## src/rtl/fetch_unit.sv

```systemverilog
// Instruction fetch front end for the 16-bit pipeline.
// It issues sequential word reads to a synchronous instruction memory with a
// 1-cycle read latency. Returned words go into a small circular prefetch queue,
// so that decode stalls never drop a fetched instruction. The unit also handles
// branch redirects from execute and stops fetching once a HALT word returns.
module fetch_unit #(
  parameter int unsigned DEPTH    = 4,
  parameter logic [15:0] RESET_PC = 16'h0000,
  parameter logic [3:0]  OPC_HALT = 4'hF,
  parameter logic [15:0] NOP_INST = 16'h0000
) (
  input  logic        clk,
  input  logic        rst,
  input  logic        stall,
  input  logic        branch_to_new,
  input  logic [15:0] branch_pc,
  output logic [15:0] imem_addr,
  output logic        imem_rden,
  input  logic [15:0] imem_q,
  output logic [15:0] pc,
  output logic [15:0] inst,
  output logic        inst_valid,
  output logic        halted
);

  localparam int unsigned PTR_W = (DEPTH > 1) ? $clog2(DEPTH) : 1;
  localparam int unsigned CNT_W = PTR_W + 1;
  // Occupancy (count + inflight) needs one extra bit of headroom.
  localparam logic [CNT_W:0] DEPTH_OCC = (CNT_W + 1)'(DEPTH);

  // Architectural state
  logic [15:0]      fetch_pc_q, fetch_pc_d;
  logic             inflight_q, inflight_d;
  logic [15:0]      inflight_pc_q, inflight_pc_d;
  logic [PTR_W-1:0] head_q, head_d;
  logic [PTR_W-1:0] tail_q, tail_d;
  logic [CNT_W-1:0] count_q, count_d;
  logic             halted_q, halted_d;

  // Queue storage: one {pc, inst} pair per entry
  logic [15:0] entry_pc_q   [DEPTH];
  logic [15:0] entry_inst_q [DEPTH];

  // Control decisions for the current cycle
  logic [CNT_W:0] occupancy;
  logic           queue_nonempty;
  logic           halt_push;
  logic           issue;
  logic           push;
  logic           pop;

  // Control decode: a slot is reserved for every read in flight, so a
  // returning word can always be pushed without a full check.
  always_comb begin
    occupancy      = {1'b0, count_q} + (CNT_W + 1)'(inflight_q);
    queue_nonempty = (count_q != '0);
    halt_push      = inflight_q && (imem_q[15:12] == OPC_HALT) && !branch_to_new;
    issue          = !rst && !halted_q && !branch_to_new && !halt_push &&
                     (occupancy < DEPTH_OCC);
    // A redirect discards the returning word and leaves the head untouched,
    // because the whole queue is about to be flushed.
    push           = inflight_q && !branch_to_new;
    pop            = queue_nonempty && !stall && !branch_to_new;
  end

  // Next-state logic for PC, in-flight tracking, queue pointers and halt flag
  always_comb begin
    fetch_pc_d    = fetch_pc_q;
    inflight_d    = issue;
    inflight_pc_d = inflight_pc_q;
    head_d        = head_q;
    tail_d        = tail_q;
    count_d       = count_q;
    halted_d      = halted_q;

    if (issue) begin
      inflight_pc_d = fetch_pc_q;
      fetch_pc_d    = fetch_pc_q + 16'd1;  // natural 16-bit wrap FFFF -> 0000
    end

    if (branch_to_new) begin
      // A redirect flushes everything and restarts fetch, even from halt.
      fetch_pc_d = branch_pc;
      head_d     = '0;
      tail_d     = '0;
      count_d    = '0;
      halted_d   = 1'b0;
    end else begin
      if (push) begin
        tail_d = tail_q + PTR_W'(1);
      end
      if (pop) begin
        head_d = head_q + PTR_W'(1);
      end
      case ({push, pop})
        2'b10:   count_d = count_q + CNT_W'(1);
        2'b01:   count_d = count_q - CNT_W'(1);
        default: count_d = count_q;
      endcase
      if (halt_push) begin
        halted_d = 1'b1;
      end
    end
  end

  // State register with synchronous reset taking priority over all updates
  always_ff @(posedge clk) begin
    if (rst) begin
      fetch_pc_q    <= RESET_PC;
      inflight_q    <= 1'b0;
      inflight_pc_q <= 16'h0000;
      head_q        <= '0;
      tail_q        <= '0;
      count_q       <= '0;
      halted_q      <= 1'b0;
    end else begin
      fetch_pc_q    <= fetch_pc_d;
      inflight_q    <= inflight_d;
      inflight_pc_q <= inflight_pc_d;
      head_q        <= head_d;
      tail_q        <= tail_d;
      count_q       <= count_d;
      halted_q      <= halted_d;
    end
  end

  // Per-entry storage write: the tail entry captures the returning word.
  // Storage needs no reset, because validity is tracked by count_q alone.
  generate
    for (genvar gi = 0; gi < int'(DEPTH); gi++) begin : g_entry
      // Capture {inflight_pc, imem_q} when this entry is the tail
      always_ff @(posedge clk) begin
        if (!rst && push && (tail_q == PTR_W'(gi))) begin
          entry_pc_q[gi]   <= inflight_pc_q;
          entry_inst_q[gi] <= imem_q;
        end
      end
    end
  endgenerate

  // Outputs: the queue head only (no bypass from the memory return path)
  always_comb begin
    imem_rden  = issue;
    imem_addr  = fetch_pc_q;
    inst_valid = queue_nonempty;
    halted     = halted_q;
    pc         = 16'h0000;
    inst       = NOP_INST;
    if (queue_nonempty) begin
      pc   = entry_pc_q[head_q];
      inst = entry_inst_q[head_q];
    end
  end

endmodule

```

## config.mk

```make
export PLATFORM = sky130hd
export DESIGN_NAME = fetch_unit
export DESIGN_NICKNAME = d
export VERILOG_FILES = /design/src/rtl/fetch_unit.sv
export SDC_FILE = /design/constraint.sdc
export NUM_CORES = 1
export LEC_CHECK = 0
export ABC_AREA = 1
export ABC_CLOCK_PERIOD_IN_PS = 8000
export CORE_UTILIZATION = 55
export CTS_BUF_LIST = sky130_fd_sc_hd__clkbuf_4
export DETAILED_ROUTE_END_ITERATION = 12
export DONT_BUFFER_PORTS = 1
export PLACE_DENSITY_LB_ADDON = 0.25
export SLEW_MARGIN = 20
export SYNTH_ARGS = -nofsm -noshare
export SYNTH_HDL_FRONTEND = slang
export SYNTH_SLANG_ARGS = --single-unit
```

## constraint.sdc

```tcl
create_clock -name clk -period 8 [get_ports clk]
set_input_delay 2.4 -clock clk [delete_from_list [all_inputs] [get_ports clk]]
set_output_delay 2.4 -clock clk [all_outputs]
set_load 0.005 [all_outputs]
```

======== Word-level counts from Yosys, hierarchy flattened ========
Memories as Yosys holds them, arrays and structs flattened. A register that Yosys moved wholly into a read port is not among the register bits.
Cells that the tools add are included.
cells by class
  eq/ne operators ......................... 6
  reduce and logical (&&, ||, !) cells .... 30
  $lt $le $gt $ge ......................... 1
  mux-type cells .......................... 35
  add/subtract/negate cells ............... 6
operator list
  operator               count
  $mux 16                10
  $reduce_or 16->1       6
  $mux 2                 10
  $add 16x1->16 const B  1
  $logic_and 1x1->1      14
  $mux 1                 14
  $eq 2x2->1 const B     3
  $pmux 3 s2             1
  $logic_not 1->1        5
  $add 2x1->2 const B    2
  $add 3x1->4            1
  $eq 2x1->1 const B     2
  $eq 4x4->1 const B     1
  $lt 4x3->1 const B     1
  $reduce_bool 2->1      2
  $add 3x1->3 const B    1
  $reduce_bool 3->1      1
  $sub 3x1->3 const B    1
  $logic_not 2->1        1
  $reduce_or 2->1        1
word-level totals
  bits of input ports ..................... 36
  register bits ........................... 41
  RAM bits ................................ 128
  logic and storage cells ................. 87
  output and inout port bits .............. 51
  memories kept ........................... 2
memories
  name          words  width  read ports  clocked after Yosys merged registers in  write ports  line  text
  entry_inst_q  4      16     1           1                                        1            42    logic [15:0] entry_inst_q [DEPTH];
  entry_pc_q    4      16     1           1                                        1            41    logic [15:0] entry_pc_q [DEPTH];

======== Logic depth before layout (Yosys ltp) ========
Gate-level depths: netlist of the first run.
  depth in word-level cells ............... 10
  depth in mapped cells ................... 10

======== Worst setup path after synthesis of the first run ========
Ideal clock, no wire load.
  path type ............................... input to output
  start ................................... input port rst
  end ..................................... output port imem_rden
  path slack .............................. 2476 ps
  arrival time ............................ 3124 ps
  required time ........................... 5600 ps
  stages .................................. 5
  path through ............................ clkbuf_1 -> nor3_4 -> nand2_2 -> nor2_4 -> buf_4
between the ends
  longest elaborated chain between the ends .. 5
RTL lines
  item                            line  text
  from (decl)                     13    input logic rst,
  $logic_not 1->1                 58    issue = !rst && !halted_q && !branch_to_new && !halt_push &&
  $logic_and 1x1->1 (4 in a row)  58
  to (decl)                       18    output logic imem_rden,
Every way passes these cells.

======== Worst setup path after layout of the first run ========
  start ................................... input port imem_q[13]
  end ..................................... output port imem_rden
between the ends
  longest elaborated chain between the ends .. 6
RTL lines
  item                            line  text
  from (decl)                     19    input logic [15:0] imem_q,
  $eq 4x4->1                      57    halt_push = inflight_q && (imem_q[15:12] == OPC_HALT) && !branch_to_new;
  $logic_and 1x1->1 (2 in a row)  57
  $logic_not 1->1                 58
  $logic_and 1x1->1 (2 in a row)  58
Every way passes these cells.

==> implementation parameters, run 1 <==
Parameter                              Value

Global routing
  Global-route total usage across every layer    22.3%
  Wire length of the first global-routing pass    22000 um
  Number of global-route vias before repair    4529
  Largest net degree at the start of global routing    66
  Antenna violations before repair    0
  Congestion Overflow GR    0

Layout
  Synth-to-layout area growth    6.00%
  Fraction of final layout cells with drive strength greater than 1    6.43%
  Number of diodes added for antenna fixing    0
  Most common cell after layout, fill and taps aside    nor2_1
  Post-layout net count    731
  Number of fillers in the final layout    1047
  Commonest non-fill, non-tap cells in the layout    nor2_1 (167), edfxtp_1 (128), nand2_1 (87)

Logic synthesis
  Synthesized flop and latch total    171
  Post-Synth Simple-Gate Area    16.6%
  Sequential area share after synthesis    66.1%
  Synthesized Nets    741
  Mean Syn Cell Area    10.2 sq um
  Synthesis Warnings    0
  Number of instances in the synthesized netlist    698
  Area fraction in compound gates after synthesis    11.1%
  Share of synthesized cell area in full adder, half adder and majority cells    1.34%
  Cell area after technology mapping    0.00711 sq mm
  Count of distinct cell types in the synthesized netlist    30
  Dominant combinational cell family by area after synthesis    simple AND/OR/NAND/NOR gates
  Multiplexer area fraction after synthesis    0%
  Xor and xnor area share after synthesis    0.492%

Critical path
  Critical Setup Path Class    input pin to output pin
  Critical Path Source Type    input pin
  Critical path required time    5.60 ns
  Crit path capture type    output pin
  Arrival time at the worst endpoint    3.26 ns
  Worst-path maximum fanout    30

Drt
  Antenna Violating Nets Remaining    0
  Via total after detailed routing    4811
  Number of design-rule violations left by the first detailed-router iteration    313
  Via-per-instance ratio    5.52
  Routed len/inst    16.1 um
  Number of remaining DRC errors    0
  DRT Pass-1 Iters    5
  Wire length after detailed routing    14100 um

Clocking
  Clock tree from TritonCTS    yes
  Quantity of hold-fixing buffers added after cts    0
  Post-CTS setup buffer count    0
  Clock-pin slew on the worst setup and hold paths    0.11 ns
  Clock Sink Count    171
  Maximum buffer depth of the clock tree    2
  Root buffer cell    clkbuf_4
  # resized after CTS    0
  Number of buffers inserted during clock tree synthesis    17
  Worst skew pair latency    0.54 ns
  Number of levels in the clock H-tree    4

Floorplan
  Area of the core    0.0126 sq mm
  Number of cell rows    41
  Vertical die dimension    116 um
  Number of I/O pins    87
  X dimension of the die    116 um
  Die area    0.0134 sq mm
  Effective utilization at floorplan    56.4%

Timing
  Fmax    177 MHz
  Final Setup Violations    0
  Fin crit share    70.7%
  Rel. slew slack    29.0%
  Final number of max-transition violations    0
  Hold Violations, Final    0
  Tightest Pin Transition    1.06 ns
  Final hold slack    0.491 ns
  Clock skew    0.0112 ns
  Crit path time final    5.66 ns
  Setup TNS Final    0 ns
  Unrepaired setup endpoints after global routing    false

Run status
  Status    complete, no violations

Power and ir drop
  Power per standard cell area    207 mW/mm^2
  Leakage power    2.62 nW
  VDD IR max    119 uV

Worst hold path
  Path category of the worst min-delay check    flip-flop to flip-flop

Place
  Port bufs    0
  DPL Wire Length    8470 um
  Final estimated routing congestion in global placement    0.861

Flow run
  Number of max-cap violations    0
==> metrics by stage <==
step / total power, mW / instances / area, sq um / utilization, % / setup slack (ns)
after floorplan: 1.04 / 698 / 7110 / - / 2.48
after global placement: 1.05 / 841 / 7230 / 57.3 / 2.33
after detailed placement: 1.06 / 841 / 7230 / 57.3 / 2.32
after CTS: 1.57 / 872 / 7540 / 59.8 / 2.33
after global routing: 1.61 / 872 / 7540 / 59.8 / 2.22
final: 1.56 / 872 / 7540 / 59.8 / 2.34
==> final timing paths <==
check                                        startpoint                 endpoint  slack, ns  depth (start not counted)
worst min-delay path             head_q[0]$_SDFFE_PP0P_                flip-flop       0.49                          1
worst max-delay path                         imem_q[13]                imem_rden       2.34                          5
worst min register to register   head_q[0]$_SDFFE_PP0P_                flip-flop       0.49                          1
worst max register to register  count_q[1]$_SDFFE_PP0P_  count_q[2]$_SDFFE_PP0P_       5.83                          9
==> layer usage <==
layer / track usage, % / up-vias / routed length (um)
li1: - / 2359 / -
met1: 26.2 / 2245 / 5850
met2: 37.7 / 180 / 6740
met3: 7.27 / 27 / 1200
met4: 9.23 / 0 / 284
met5: 0 / - / 0
==> worst max-delay path: stages <==
cell and delay (ns):
nand2_1 0.05, nor2_1 0.08, nand2_1 0.16, nand2_2 0.09, nor2_4 0.46
==> cells in the mapped netlist, drive strengths merged <==
cell type	instances	area, sq um
clkinv	1	3.75
nand2	89	339
a21boi	4	30.0
o21bai	3	22.5
inv	35	131
buf	15	98.8
a21oi	66	330
ha	6	75.1
a211oi	1	7.51
nand3b	1	20.0
fa	1	20.0
dfxtp	43	861
xor2	2	17.5
nor3	4	36.3
clkbuf	19	71.3
edfxtp	128	3840
nand4	3	18.8
nand3	22	110
o21ai	80	400
nor2	173	659
xnor2	2	17.5
==> kinds of logic after synthesis <==
group	Yosys count
and+or+nand+nor	292
DFF	171
AOI/OAI and AO/OA	154
buffers and inverters	70
adders and majority gates	7
xor gates and xnor gates	4
==> power breakdown <==
| group | switching, mW | total, mW | internal [mW] |
|---|---|---|---|
| Combinational | 0.0368 | 0.0546 | 0.0178 |
| Sequential | 0.0166 | 0.980 | 0.964 |
| Clock | 0.268 | 0.525 | 0.256 |
| Total | 0.322 | 1.56 | 1.24 |
==> flip-flops by register name, indices dropped and copies added (netlist names), named ones only <==
signal and count:
entry_pc_q 64, entry_inst_q 64, imem_addr 16, inflight_q 1, halted 1, count_q 3, head_q 2, inflight_pc_q 16
tail_q 2
==> area by class of cell <==
cell class	count	area, sq um	area share [%]
Sequential cell	171	4710	62.4
Multi-Input combinational cell	457	2140	28.4
Tap cell	172	215	2.85
Clock buffer	21	158	2.09
Clock inverter	10	149	1.97
Inverter	36	135	1.79
Timing Repair Buffer	5	37.5	0.498
Power figures use the tool's default switching activity.
==> run 2, diff against run 1 <==
--- a/config.mk
+++ b/config.mk
@@ -6,7 +6,7 @@
 export NUM_CORES = 1
 export LEC_CHECK = 0
 export ABC_AREA = 1
-export ABC_CLOCK_PERIOD_IN_PS = 8000
+export ABC_CLOCK_PERIOD_IN_PS = 4500
 export CORE_UTILIZATION = 55
 export CTS_BUF_LIST = sky130_fd_sc_hd__clkbuf_4
 export DETAILED_ROUTE_END_ITERATION = 12
==> constraint.sdc (replaced) <==
create_clock -name clk -period 4.5 [get_ports clk]
set_input_delay 1.35 -clock clk [delete_from_list [all_inputs] [get_ports clk]]
set_output_delay 1.35 -clock clk [all_outputs]
set_load 0.005 [all_outputs]
==> run 2 against run 1 <==
Net effect:
- non-clock buffer count increased by 4
- clock power increased by 41%
- via count decreased by 1.0%
- sequential share of layout area increased by 0.42 points
- combinational power increased by 79%
- cell area decreased by 0.66%
- highest routed layer unchanged
==> implementation parameters, run 2 (synthesis gave the netlist of run 1 again) <==
Parameter                              Value

Critical path
  Worst-path maximum fanout    34
  Cell seen most often among critical-path stages    nor2_1
  Slowest cell on the critical path    dfxtp_2
  Crit path capture type    output pin
  Arrival time at the worst endpoint    2.36 ns
  Critical path required time    3.15 ns
  Highest cell delay on the worst timing path    0.77 ns
  Critical-path cell list    buf_4 > nor2_1 > nor2_1 > o21ai_0 > a21oi_1
  Worst Path Buf+Inv    1
  Crit path max-delay family    flip-flops
  Critical Path Source Type    flip-flop
  Critical Setup Path Class    flip-flop to output pin

Timing
  Final number of max-transition violations    0
  Clock skew    0.0201 ns
  Final hold slack    0.484 ns
  Tightest Pin Transition    0.664 ns
  Setup TNS Final    0 ns
  Final Setup Violations    0
  Hold Violations, Final    0
  Fin crit share    82.5%
  Rel. slew slack    55.6%
  Unrepaired setup endpoints after global routing    false
  Crit path time final    3.71 ns
  Fmax    270 MHz
  Min setup slack post-route    0.790 ns

Clocking
  Worst skew pair latency    0.57 ns
  Clock-pin slew on the worst setup and hold paths    0.12 ns
  Maximum buffer depth of the clock tree    2
  Root buffer cell    clkbuf_4
  Quantity of hold-fixing buffers added after cts    0
  Post-CTS setup buffer count    0
  Clock Sink Count    171
  # resized after CTS    0
  Number of levels in the clock H-tree    4
  Clock tree from TritonCTS    yes
  Number of buffers inserted during clock tree synthesis    17

Layout
  Multi-input combinational cell area    0.00214 sq mm
  Commonest non-fill, non-tap cells in the layout    nor2_1 (167), edfxtp_1 (128), nand2_1 (87)
  Final core utilization    59.4%
  Number of fillers in the final layout    1079
  Area taken by flip-flops and latches    0.00471 sq mm
  Registers with the highest flip-flop counts    entry_inst_q x64, entry_pc_q x64
  Post-layout net count    735
  Fraction of final layout cells with drive strength greater than 1    7.66%
  Number of diodes added for antenna fixing    0
  Synth-to-layout area growth    5.29%
  Most common cell after layout, fill and taps aside    nor2_1

Drt
  Via-per-instance ratio    5.43
  Number of remaining DRC errors    0
  Via total after detailed routing    4763
  Antenna Violating Nets Remaining    0
  Number of design-rule violations left by the first detailed-router iteration    277
  Routed len/inst    16.2 um
  DRT Pass-1 Iters    5
  Wire length after detailed routing    14200 um

Power and ir drop
  Leakage power    2.61 nW
  Power per standard cell area    344 mW/mm^2
  Post-layout power    2.58 mW
  VDD IR max    162 uV

Global routing
  Global-route total usage across every layer    22.9%
  Antenna violations before repair    0
  Congestion Overflow GR    0
  Largest net degree at the start of global routing    65
  Number of global-route vias before repair    4627
  Wire length of the first global-routing pass    22700 um

Place
  DPL Wire Length    8590 um
  Final estimated routing congestion in global placement    0.852
  Worst Setup Slack post-DPL    1.16 ns
  Port bufs    0

Floorplan
  Die area    0.0134 sq mm
  X dimension of the die    116 um
  Effective utilization at floorplan    56.4%
  Area of the core    0.0126 sq mm
  Number of cell rows    41
  Number of I/O pins    87
  Vertical die dimension    116 um

Flow run
  Number of max-cap violations    0

Run status
  Status    complete, no violations

Worst hold path
  Path category of the worst min-delay check    flip-flop to flip-flop
## run 2: changes by cell type in the layout (fill, tap and decap cells not counted), moves of 2 or more
cell,change
bufinv_16,-4
clkinv_2,+4
buf_4,+4
clkinv_1,-3
clkbuf_4,+2
## run 2: where the power goes
part           leakage (nW)  switching, mW  internal, mW  total, mW
Combinational         0.934         0.0653        0.0326     0.0979
Clock                 0.134          0.489         0.250      0.738
Sequential             1.55         0.0307          1.71       1.74
Total                  2.61          0.585          2.00       2.58
## run 2: final timing paths
check / from / slack [ns] / to / cells past startpoint
max: flip-flop / 0.79 / pc[8] / 5
min: head_q[0]$_SDFFE_PP0P_ / 0.48 / flip-flop / 1
max reg2reg: count_q[1]$_SDFFE_PP0P_ / 2.33 / count_q[2]$_SDFFE_PP0P_ / 9
min reg2reg: head_q[0]$_SDFFE_PP0P_ / 0.48 / flip-flop / 1
## run 2: cell type report
| class | count | area share [%] |
|---|---|---|
| tap | 172 | 2.87 |
| sequential | 171 | 62.8 |
| clock buffer | 23 | 2.31 |
| inverter | 36 | 1.80 |
| multi-input combinational | 457 | 28.6 |
| clock inverter | 9 | 0.718 |
| timing repair buffer | 9 | 0.902 |
## run 2: worst register-to-register path, cell delays in order, from the launching register on
cell	delay, ns
dfxtp_1	0.46
nor3_4	0.06
nor3_1	0.40
ha_1	0.24
inv_1	0.07
fa_1	0.37
a21oi_1	0.14
o21ai_0	0.11
o21ai_0	0.16
a21oi_1	0.06
## run 2: stage by stage
stage	cells	area [sq um]
2_1_floorplan	698	7110
3_3_place_gp	845	7260
3_5_place_dp	845	7260
4_1_cts	877	7490
5_1_grt	877	7490
6_report	877	7490
## run 2: layer usage
layer	GRT usage, %	vias to the layer above	wire length, um
met5	0	-	0
met4	10.3	0	265
met3	6.96	21	1040
met2	37.4	148	6800
met1	28.2	2236	6110
li1	-	2358	-
